**config.mk**
```make
export PLATFORM = sky130hd
export DESIGN_NAME = midi_voice_allocator
export DESIGN_NICKNAME = d
export VERILOG_FILES = /design/src/rtl/midi_voice_allocator.sv
export SDC_FILE = /design/constraint.sdc
export NUM_CORES = 1
export LEC_CHECK = 0
export CORE_MARGIN = 1.5
export CORE_UTILIZATION = 45
export DETAILED_ROUTE_END_ITERATION = 10
export GPL_ROUTABILITY_DRIVEN = 0
export HOLD_SLACK_MARGIN = 0.05
export PLACE_DENSITY = 0.77
export SETUP_SLACK_MARGIN = 0.1
export SKIP_CTS_REPAIR_TIMING = 1
export SYNTH_ARGS = -nofsm -noshare
export SYNTH_HDL_FRONTEND = slang
export SYNTH_SLANG_ARGS = --single-unit
export TNS_END_PERCENT = 1
```
**constraint.sdc**
```tcl
create_clock -name clk -period 5.6 [get_ports clk]
set_input_delay 1.68 -clock clk [delete_from_list [all_inputs] [get_ports clk]]
set_output_delay 1.68 -clock clk [all_outputs]
set_load 0.01 [all_outputs]
```
**src/rtl/midi_voice_allocator.sv**
```systemverilog
// Polyphonic voice allocator: retrigger held note, else lowest free voice, else steal oldest.
// Optional sustain pedal support is enabled with `define MIDI_SUSTAIN_PEDAL_EN.
module midi_voice_allocator #(
    parameter int NUM_VOICES = 4,
    parameter int AGE_BITS   = 4
) (
    input  logic                    clk,
    input  logic                    rst_n,
`ifdef MIDI_SUSTAIN_PEDAL_EN
    input  logic                    sustain,
`endif
    input  logic                    ev_valid,
    output logic                    ev_ready,
    input  logic                    ev_note_on,
    input  logic [6:0]              ev_note,
    input  logic [6:0]              ev_vel,
    output logic [NUM_VOICES-1:0]   voice_gate,
    output logic [NUM_VOICES-1:0]   voice_trig,
    output logic [7*NUM_VOICES-1:0] voice_note,
    output logic [7*NUM_VOICES-1:0] voice_vel
);
    localparam int IDX_W = $clog2(NUM_VOICES);

    typedef enum logic [1:0] {IDLE, SCAN, COMMIT, RELEASE} state_t;

    state_t                state_reg;
    logic [IDX_W-1:0]      idx_reg;
    logic                  is_on_reg;
    logic [6:0]            note_reg;
    logic [6:0]            vel_reg;
    logic                  match_found_reg;
    logic [IDX_W-1:0]      match_idx_reg;
    logic                  free_found_reg;
    logic [IDX_W-1:0]      free_idx_reg;
    logic [IDX_W-1:0]      oldest_idx_reg;
    logic [AGE_BITS-1:0]   oldest_age_reg;
    logic [NUM_VOICES-1:0] off_mask_reg;
    logic [NUM_VOICES-1:0] gate_reg;
    logic [NUM_VOICES-1:0] trig_reg;
    logic [6:0]            note_arr [NUM_VOICES];
    logic [6:0]            vel_arr  [NUM_VOICES];
    logic [AGE_BITS-1:0]   age_arr  [NUM_VOICES];
    logic [IDX_W-1:0]      target;
    logic                  accept_ok;
`ifdef MIDI_SUSTAIN_PEDAL_EN
    logic                  sustain_prev_reg;
    logic                  sus_ev_reg;
    logic [NUM_VOICES-1:0] sustained_reg;

    // A pedal release seen in IDLE takes priority over a new event.
    assign accept_ok = !(sustain_prev_reg && !sustain);
`else
    assign accept_ok = 1'b1;
`endif

    assign ev_ready = (state_reg == IDLE) && accept_ok;

    always_comb begin
        target = oldest_idx_reg;
        if (match_found_reg)
            target = match_idx_reg;
        else if (free_found_reg)
            target = free_idx_reg;
    end

    always_ff @(posedge clk or negedge rst_n) begin
        if (!rst_n) begin
            state_reg       <= IDLE;
            idx_reg         <= '0;
            is_on_reg       <= 1'b0;
            note_reg        <= '0;
            vel_reg         <= '0;
            match_found_reg <= 1'b0;
            match_idx_reg   <= '0;
            free_found_reg  <= 1'b0;
            free_idx_reg    <= '0;
            oldest_idx_reg  <= '0;
            oldest_age_reg  <= '0;
            off_mask_reg    <= '0;
            gate_reg        <= '0;
            trig_reg        <= '0;
            for (int i = 0; i < NUM_VOICES; i++) begin
                note_arr[i] <= '0;
                vel_arr[i]  <= '0;
                age_arr[i]  <= '0;
            end
`ifdef MIDI_SUSTAIN_PEDAL_EN
            sustain_prev_reg <= 1'b0;
            sus_ev_reg       <= 1'b0;
            sustained_reg    <= '0;
`endif
        end else begin
            trig_reg <= '0;
            case (state_reg)
                IDLE: begin
`ifdef MIDI_SUSTAIN_PEDAL_EN
                    sustain_prev_reg <= sustain;
                    if (!accept_ok)
                        state_reg <= RELEASE;
                    else
`endif
                    if (ev_valid) begin
                        is_on_reg       <= ev_note_on && (ev_vel != 7'd0);
                        note_reg        <= ev_note;
                        vel_reg         <= ev_vel;
                        match_found_reg <= 1'b0;
                        free_found_reg  <= 1'b0;
                        off_mask_reg    <= '0;
                        idx_reg         <= '0;
`ifdef MIDI_SUSTAIN_PEDAL_EN
                        sus_ev_reg      <= sustain;
`endif
                        state_reg       <= SCAN;
                    end
                end
                SCAN: begin
                    if (gate_reg[idx_reg] && note_arr[idx_reg] == note_reg) begin
                        off_mask_reg[idx_reg] <= 1'b1;
                        if (!match_found_reg) begin
                            match_found_reg <= 1'b1;
                            match_idx_reg   <= idx_reg;
                        end
                    end
                    if (!gate_reg[idx_reg] && !free_found_reg) begin
                        free_found_reg <= 1'b1;
                        free_idx_reg   <= idx_reg;
                    end
                    // Strict greater-than keeps the lowest index on age ties.
                    if (idx_reg == '0 || age_arr[idx_reg] > oldest_age_reg) begin
                        oldest_idx_reg <= idx_reg;
                        oldest_age_reg <= age_arr[idx_reg];
                    end
                    if (idx_reg == IDX_W'(NUM_VOICES - 1))
                        state_reg <= COMMIT;
                    else
                        idx_reg <= idx_reg + 1'b1;
                end
                COMMIT: begin
                    for (int i = 0; i < NUM_VOICES; i++) begin
                        if (is_on_reg) begin
                            if (i == int'(target)) begin
                                note_arr[i] <= note_reg;
                                vel_arr[i]  <= vel_reg;
                                age_arr[i]  <= '0;
                                gate_reg[i] <= 1'b1;
                                trig_reg[i] <= 1'b1;
`ifdef MIDI_SUSTAIN_PEDAL_EN
                                sustained_reg[i] <= 1'b0;
`endif
                            end else if (age_arr[i] != {AGE_BITS{1'b1}}) begin
                                age_arr[i] <= age_arr[i] + 1'b1;
                            end
                        end else if (off_mask_reg[i]) begin
`ifdef MIDI_SUSTAIN_PEDAL_EN
                            if (sus_ev_reg)
                                sustained_reg[i] <= 1'b1;
                            else
`endif
                            gate_reg[i] <= 1'b0;
                        end
                    end
                    state_reg <= IDLE;
                end
`ifdef MIDI_SUSTAIN_PEDAL_EN
                RELEASE: begin
                    gate_reg      <= gate_reg & ~sustained_reg;
                    sustained_reg <= '0;
                    state_reg     <= IDLE;
                end
`endif
                default: state_reg <= IDLE;
            endcase
        end
    end

    assign voice_gate = gate_reg;
    assign voice_trig = trig_reg;

    generate
        for (genvar gi = 0; gi < NUM_VOICES; gi++) begin : g_pack
            assign voice_note[7*gi +: 7] = note_arr[gi];
            assign voice_vel[7*gi +: 7]  = vel_arr[gi];
        end
    endgenerate
endmodule

```
==> results.ini, run 1 <==
[timing]
grt_setup_unrepaired=false
tns_ns=0
clock_skew_ns=0.007034
hold_viol=0
finalCritPeriodShare=0.6075
min_period_ns=3.402
slew_violations=0
finalSetupViolCount=0
max_slew_margin=0.2920
max_freq_ghz=0.2940
tightest_slew_ns=1.061

[hold_path]
hp-start=voice_gate[0]
min_to=voice_gate[0]
hold_path_class=reg2reg
holdPathStages=2

[synthesis]
mappedNetlistNets=458
postSynthCellCount=428
synth_warnings=0
ys_ff_latch=115
synth-async-reset-ratio=1.000
netlist_top_cells_area=dfrtp_1 (55%), mux2_2 (14%), nand2_1 (4.5%)
yosysSeqAreaShare=0.5535
synthFlopType=dfrtp_1
syn_avg_cell_area_um2=12.15
synth_top_area_cell=dfrtp_1
synth_cell_types=46
synth-edff-count=0
netlist_top_cells_count=dfrtp_1 (115), mux2_2 (64), nand2_1 (62)
synth_top_area_frac=0.5535
syn-cell-area_um2=5199
synth.most_common_cell=dfrtp_1

[worst_setup_path]
crit_type=reg2out
cp.required_ns=3.92
critPathLaunchType=flop
worstReg2RegStart=idx_reg[1]
r2r_setup_slack_ns=2.43
ff2ff_path_depth=8
endpoint_kind=output port
r2r-end=oldest_age_reg[3]
arrival_ns=1.72
crit_fanout=9

[global_route]
antenna_found_initial=0
grt_pass1_wl_um=19800
grt_max_degree=85
grt_overflow=0
grt.total_usage=0.2047
grt_pass1_vias=3924

[route]
wire_per_inst_um=17.65
vias_per_cell=5.490
antenna_left=0
first_pass_iters=4
vias=3678
wl_met1_um=4953
wl_met3_um=541
drt_wl_total_um=11830
drc=0
maxUsedRoutingLayer=met4
dr_wl_met2_um=6082
first_iter_violations=196

[layout]
nNetsFinal=544
antennaDiodeCount=0
fillCellCount=884
areaGrowthSynthToFinish_pct=29.84
drive_gt1_frac=0.2239

[die]
dieArea_um2=12210
pin_count=83
num_rows=39
initial_core_util=0.4592
core_um2=11320
die_w_um=110.5
fp.dieH_um=110.5

[clock_tree]
cts-root-buf=clkbuf_16
cts_tree=built
worst_skew_pair.late_latency_ns=0.41
cts.sinks=115
clkTransAtPathRegs_ns=0.05
htreeDepth=4
max-clock-path-buffers=2
numCtsBuffers=17

[placement]
dp_hpwl_um=7661
io_buffers=82

[power]
power_density_nw_per_um2=519.5
ir_drop_mv=0.2857
p_total_mw=3.507
power_leakage_nw=3.159

[run_status]
status=complete, no violations

[flow_run]
maxCapViolations=0

[worst max-delay path, cell delays in order (launching register included)]
cell             delay, ns
dfrtp_1               0.46
nor2_1                0.26
clkdlybuf4s50_1       0.59
[per-layer routing]
| layer | GRT usage | up-vias |
|---|---|---|
| met5 | 0 | - |
| met4 | 0.07692 | 0 |
| met3 | 0.05598 | 20 |
| met2 | 0.3551 | 94 |
| met1 | 0.2428 | 1877 |
| li1 | - | 1687 |
[report_power, final]
| group | internal (mW) | switching (mW) |
|---|---|---|
| clock network | 0.744 | 0.364 |
| logic | 0.586 | 0.488 |
| registers | 1.06 | 0.261 |
[through the flow]
stage	util	cell area [µm²]	cells	hold WS (ns)	worst slack [ns]
final	0.5963	6750	670	0.4976	2.198
after global routing	0.5963	6750	670	0.5222	2.149
after CTS	0.5963	6750	670	0.5039	2.188
after detailed placement	0.5420	6136	638	0.4912	2.366
after global placement	0.5420	6136	638	0.4836	2.474
after floorplan	-	5199	428	0.4591	2.444
[logic make-up after synthesis]
| kind of cell | share of synthesized area |
|---|---|
| buf+inv | 0.02744 |
| fa+ha+maj | 0.02888 |
| flops | 0.5535 |
| simple gates | 0.1001 |
| mux | 0.2046 |
| xor+xnor | 0.01155 |
| compound gates | 0.07389 |
[layout make-up]
class | instances | area, µm² | area share
multi-input combinational | 280 | 2178 | 0.3227
clock inverter | 9 | 126.4 | 0.01872
inverter | 14 | 52.55 | 0.007785
clock buffer | 23 | 488.0 | 0.07229
tap | 143 | 178.9 | 0.02651
sequential | 115 | 2878 | 0.4263
timing repair buffer | 86 | 848.3 | 0.1257
[layout by cell type, fill, tap and decap left out, types with 9 or more instances in the layout]
| cell | instances |
|---|---|
| clkbuf_16 | 17 |
| nor2_1 | 14 |
| nand2_1 | 62 |
| dfrtp_1 | 115 |
| inv_1 | 14 |
| mux2i_1 | 11 |
| o21ai_0 | 19 |
| mux2_2 | 64 |
| a21oi_1 | 22 |
| clkdlybuf4s50_1 | 81 |
| nand3_1 | 12 |
| ha_1 | 12 |
| mux4_2 | 9 |
[how the worst max path moves through the flow]
stage | startpoint | end | slack (ns) | cells past startpoint
floorplan | idx_reg[0] | oldest_age_reg[0] | 2.44 | 11
global placement | ev_vel[2] | is_on_reg | 2.47 | 4
detailed placement | idx_reg[1] | oldest_age_reg[3] | 2.37 | 8
CTS | state_reg[1] | ev_ready | 2.19 | 2
global route | state_reg[1] | ev_ready | 2.15 | 2
finish | state_reg[1] | ev_ready | 2.20 | 2
(Power assumes the default switching activity.)
==> run 2: changes to the inputs <==
Clock period 5.6 ns to 3.5 ns, I/O delays scaled along.
==> run 2 against run 1 <==
Utilization up 0.32 points. Cell count grew 0.60%. Register-to-register slack lost 1.8 ns. Global-route usage is 0.26 points higher. Cell area is 0.54% higher. Critical endpoint is now oldest_age_reg[3]. Die area did not move. Non-clock buffer count grew 4. First-iteration DRC count increased by 26%. Flip-flop and latch count unchanged.
==> results.ini, run 2 (synthesized netlist as in run 1, its figures left out) <==
[global_route]
grt_max_degree=55  ; -35%
grt.total_usage=0.2073  ; +0.002608
grt_overflow=0  ; unchanged
grt_pass1_wl_um=19780  ; -0.11%
antenna_found_initial=0  ; unchanged
grt_pass1_vias=3796  ; -3.3%

[timing]
worst_slack_ns=0.6257  ; -1.573 ns
hold_viol=0  ; unchanged
grt_setup_unrepaired=false
slew_violations=0  ; unchanged
tightest_slew_ns=0.8974  ; -0.1635 ns
clock_skew_ns=0.01019  ; +0.003154 ns
finalCritPeriodShare=0.8212
min_period_ns=2.874
whs_ns=0.5007  ; +0.003159 ns
tns_ns=0  ; unchanged
finalSetupViolCount=0  ; unchanged
max_slew_margin=0.4003  ; +0.1083
max_freq_ghz=0.3479

[worst_setup_path]
path_buf_inv=1  ; unchanged
critical_path_depth=7  ; +5
critPathLaunchType=flop
r2r_setup_slack_ns=0.63  ; -1.80 ns
crit_chain=buf_4 -> mux4_2 -> ha_1 -> o21a_1 -> o21ai_0 -> a21oi_1 -> mux2_2
endpoint_kind=flop
startpoint=idx_reg[0]
crit_type=reg2reg
crit_fanout=23  ; +14
arrival_ns=3.17  ; +1.45 ns
critPathTopFamily=multiplexers
critPathCapture=oldest_age_reg[3]
crit_slowest_cell=mux4_2
ff2ff_path_depth=7  ; -1
r2r-end=oldest_age_reg[3]
cp.required_ns=3.80  ; -0.12 ns
max_stage_delay_ns=0.57  ; -0.02 ns
worstReg2RegStart=idx_reg[0]

[die]
pin_count=83  ; unchanged
die_w_um=110.5  ; unchanged
dieArea_um2=12210  ; unchanged
fp.dieH_um=110.5  ; unchanged
core_um2=11320  ; unchanged
initial_core_util=0.4592  ; unchanged
num_rows=39  ; unchanged

[layout]
multiInputGateArea_um2=2178  ; unchanged
layout_commonest_cell=dfrtp_1
fillCellCount=872  ; -1.4%
nNetsFinal=548  ; +0.74%
antennaDiodeCount=0  ; unchanged
seq_area_um2=2878  ; unchanged
drive_gt1_frac=0.2335  ; +0.009613
fin_util=0.5995  ; +0.003205
areaGrowthSynthToFinish_pct=30.54
final_cell_mix=dfrtp_1 (115), clkdlybuf4s50_1 (81), mux2_2 (64)
fin_area_um2=6787  ; +0.54%
fin_cells=674  ; +0.60%

[clock_tree]
cts.sinks=115  ; unchanged
cts_tree=built
worst_skew_pair.late_latency_ns=0.42  ; about the same
clkTransAtPathRegs_ns=0.06  ; about the same
max-clock-path-buffers=2  ; unchanged
htreeDepth=4  ; unchanged
numCtsBuffers=17  ; unchanged
cts-root-buf=clkbuf_16

[power]
p_total_mw=5.586  ; +59%
power_leakage_nw=3.167  ; +0.23%
ir_drop_mv=0.4390  ; +54%
power_density_nw_per_um2=823.0  ; +58%

[flow_run]
maxCapViolations=0  ; unchanged

[route]
dr_wl_met2_um=6056  ; -0.43%
wl_met3_um=619  ; +14%
vias=3702  ; +0.65%
drc=0  ; unchanged
vias_per_cell=5.493  ; about the same
maxUsedRoutingLayer=met4
wire_per_inst_um=17.90  ; +1.4%
drt_wl_total_um=12070  ; +2.0%
wl_met1_um=5056  ; +2.1%
first_iter_violations=246  ; +26%
antenna_left=0  ; unchanged
first_pass_iters=4  ; unchanged

[run_status]
status=complete, no violations

[hold_path]
holdPathStages=2  ; unchanged
hold_path_class=reg2reg

[placement]
io_buffers=82  ; unchanged
post_dp_cell_area_um2=6191  ; +0.90%
dp_hpwl_um=8069  ; +5.3%
dp.cells=642  ; +0.63%
post-place-ws_ns=0.5937  ; -1.773 ns

[run 2: cell types whose count changed in the layout (fill, tap and decap cells not counted), sizes merged]
cell / delta
buf: +4
inv: +8
bufinv: -1
clkinvlp: +2
clkbuf: -6
clkinv: -3
[run 2: cell type report]
cell class,count,area share
Clock buffer,17,0.06268
Sequential cell,115,0.4240
Multi-Input combinational cell,280,0.3210
Inverter,14,0.007743
Timing Repair Buffer,90,0.1331
Tap cell,143,0.02636
Clock inverter,15,0.02507
[run 2: worst min path at each step]
stage / start / slack (ns) / to
after floorplan: age_arr[7] / 0.46 / age_arr[7]
after global placement: voice_vel[5] / 0.49 / voice_vel[5]
after detailed placement: off_mask_reg[1] / 0.48 / off_mask_reg[1]
after CTS: off_mask_reg[1] / 0.50 / off_mask_reg[1]
after global routing: oldest_age_reg[2] / 0.53 / oldest_age_reg[2]
final: off_mask_reg[1] / 0.50 / off_mask_reg[1]
[run 2: metal layers]
layer / GRT usage / up-vias
met3: 0.05324 / 24
met2: 0.3362 / 117
met1: 0.2628 / 1858
met5: 0 / -
li1: - / 1703
met4: 0.09316 / 0
[run 2: power by group]
part	switching (mW)	internal (mW)	leakage (nW)
clock network	0.661	1.07	0.283
registers	0.394	1.70	1.56
logic	0.820	0.942	1.33
total	1.88	3.71	3.17
[run 2: worst min-delay path: stages, from the launching register on]
cell     delay (ns)
dfrtp_1        0.34
a21oi_1        0.05
nor2_1         0.07
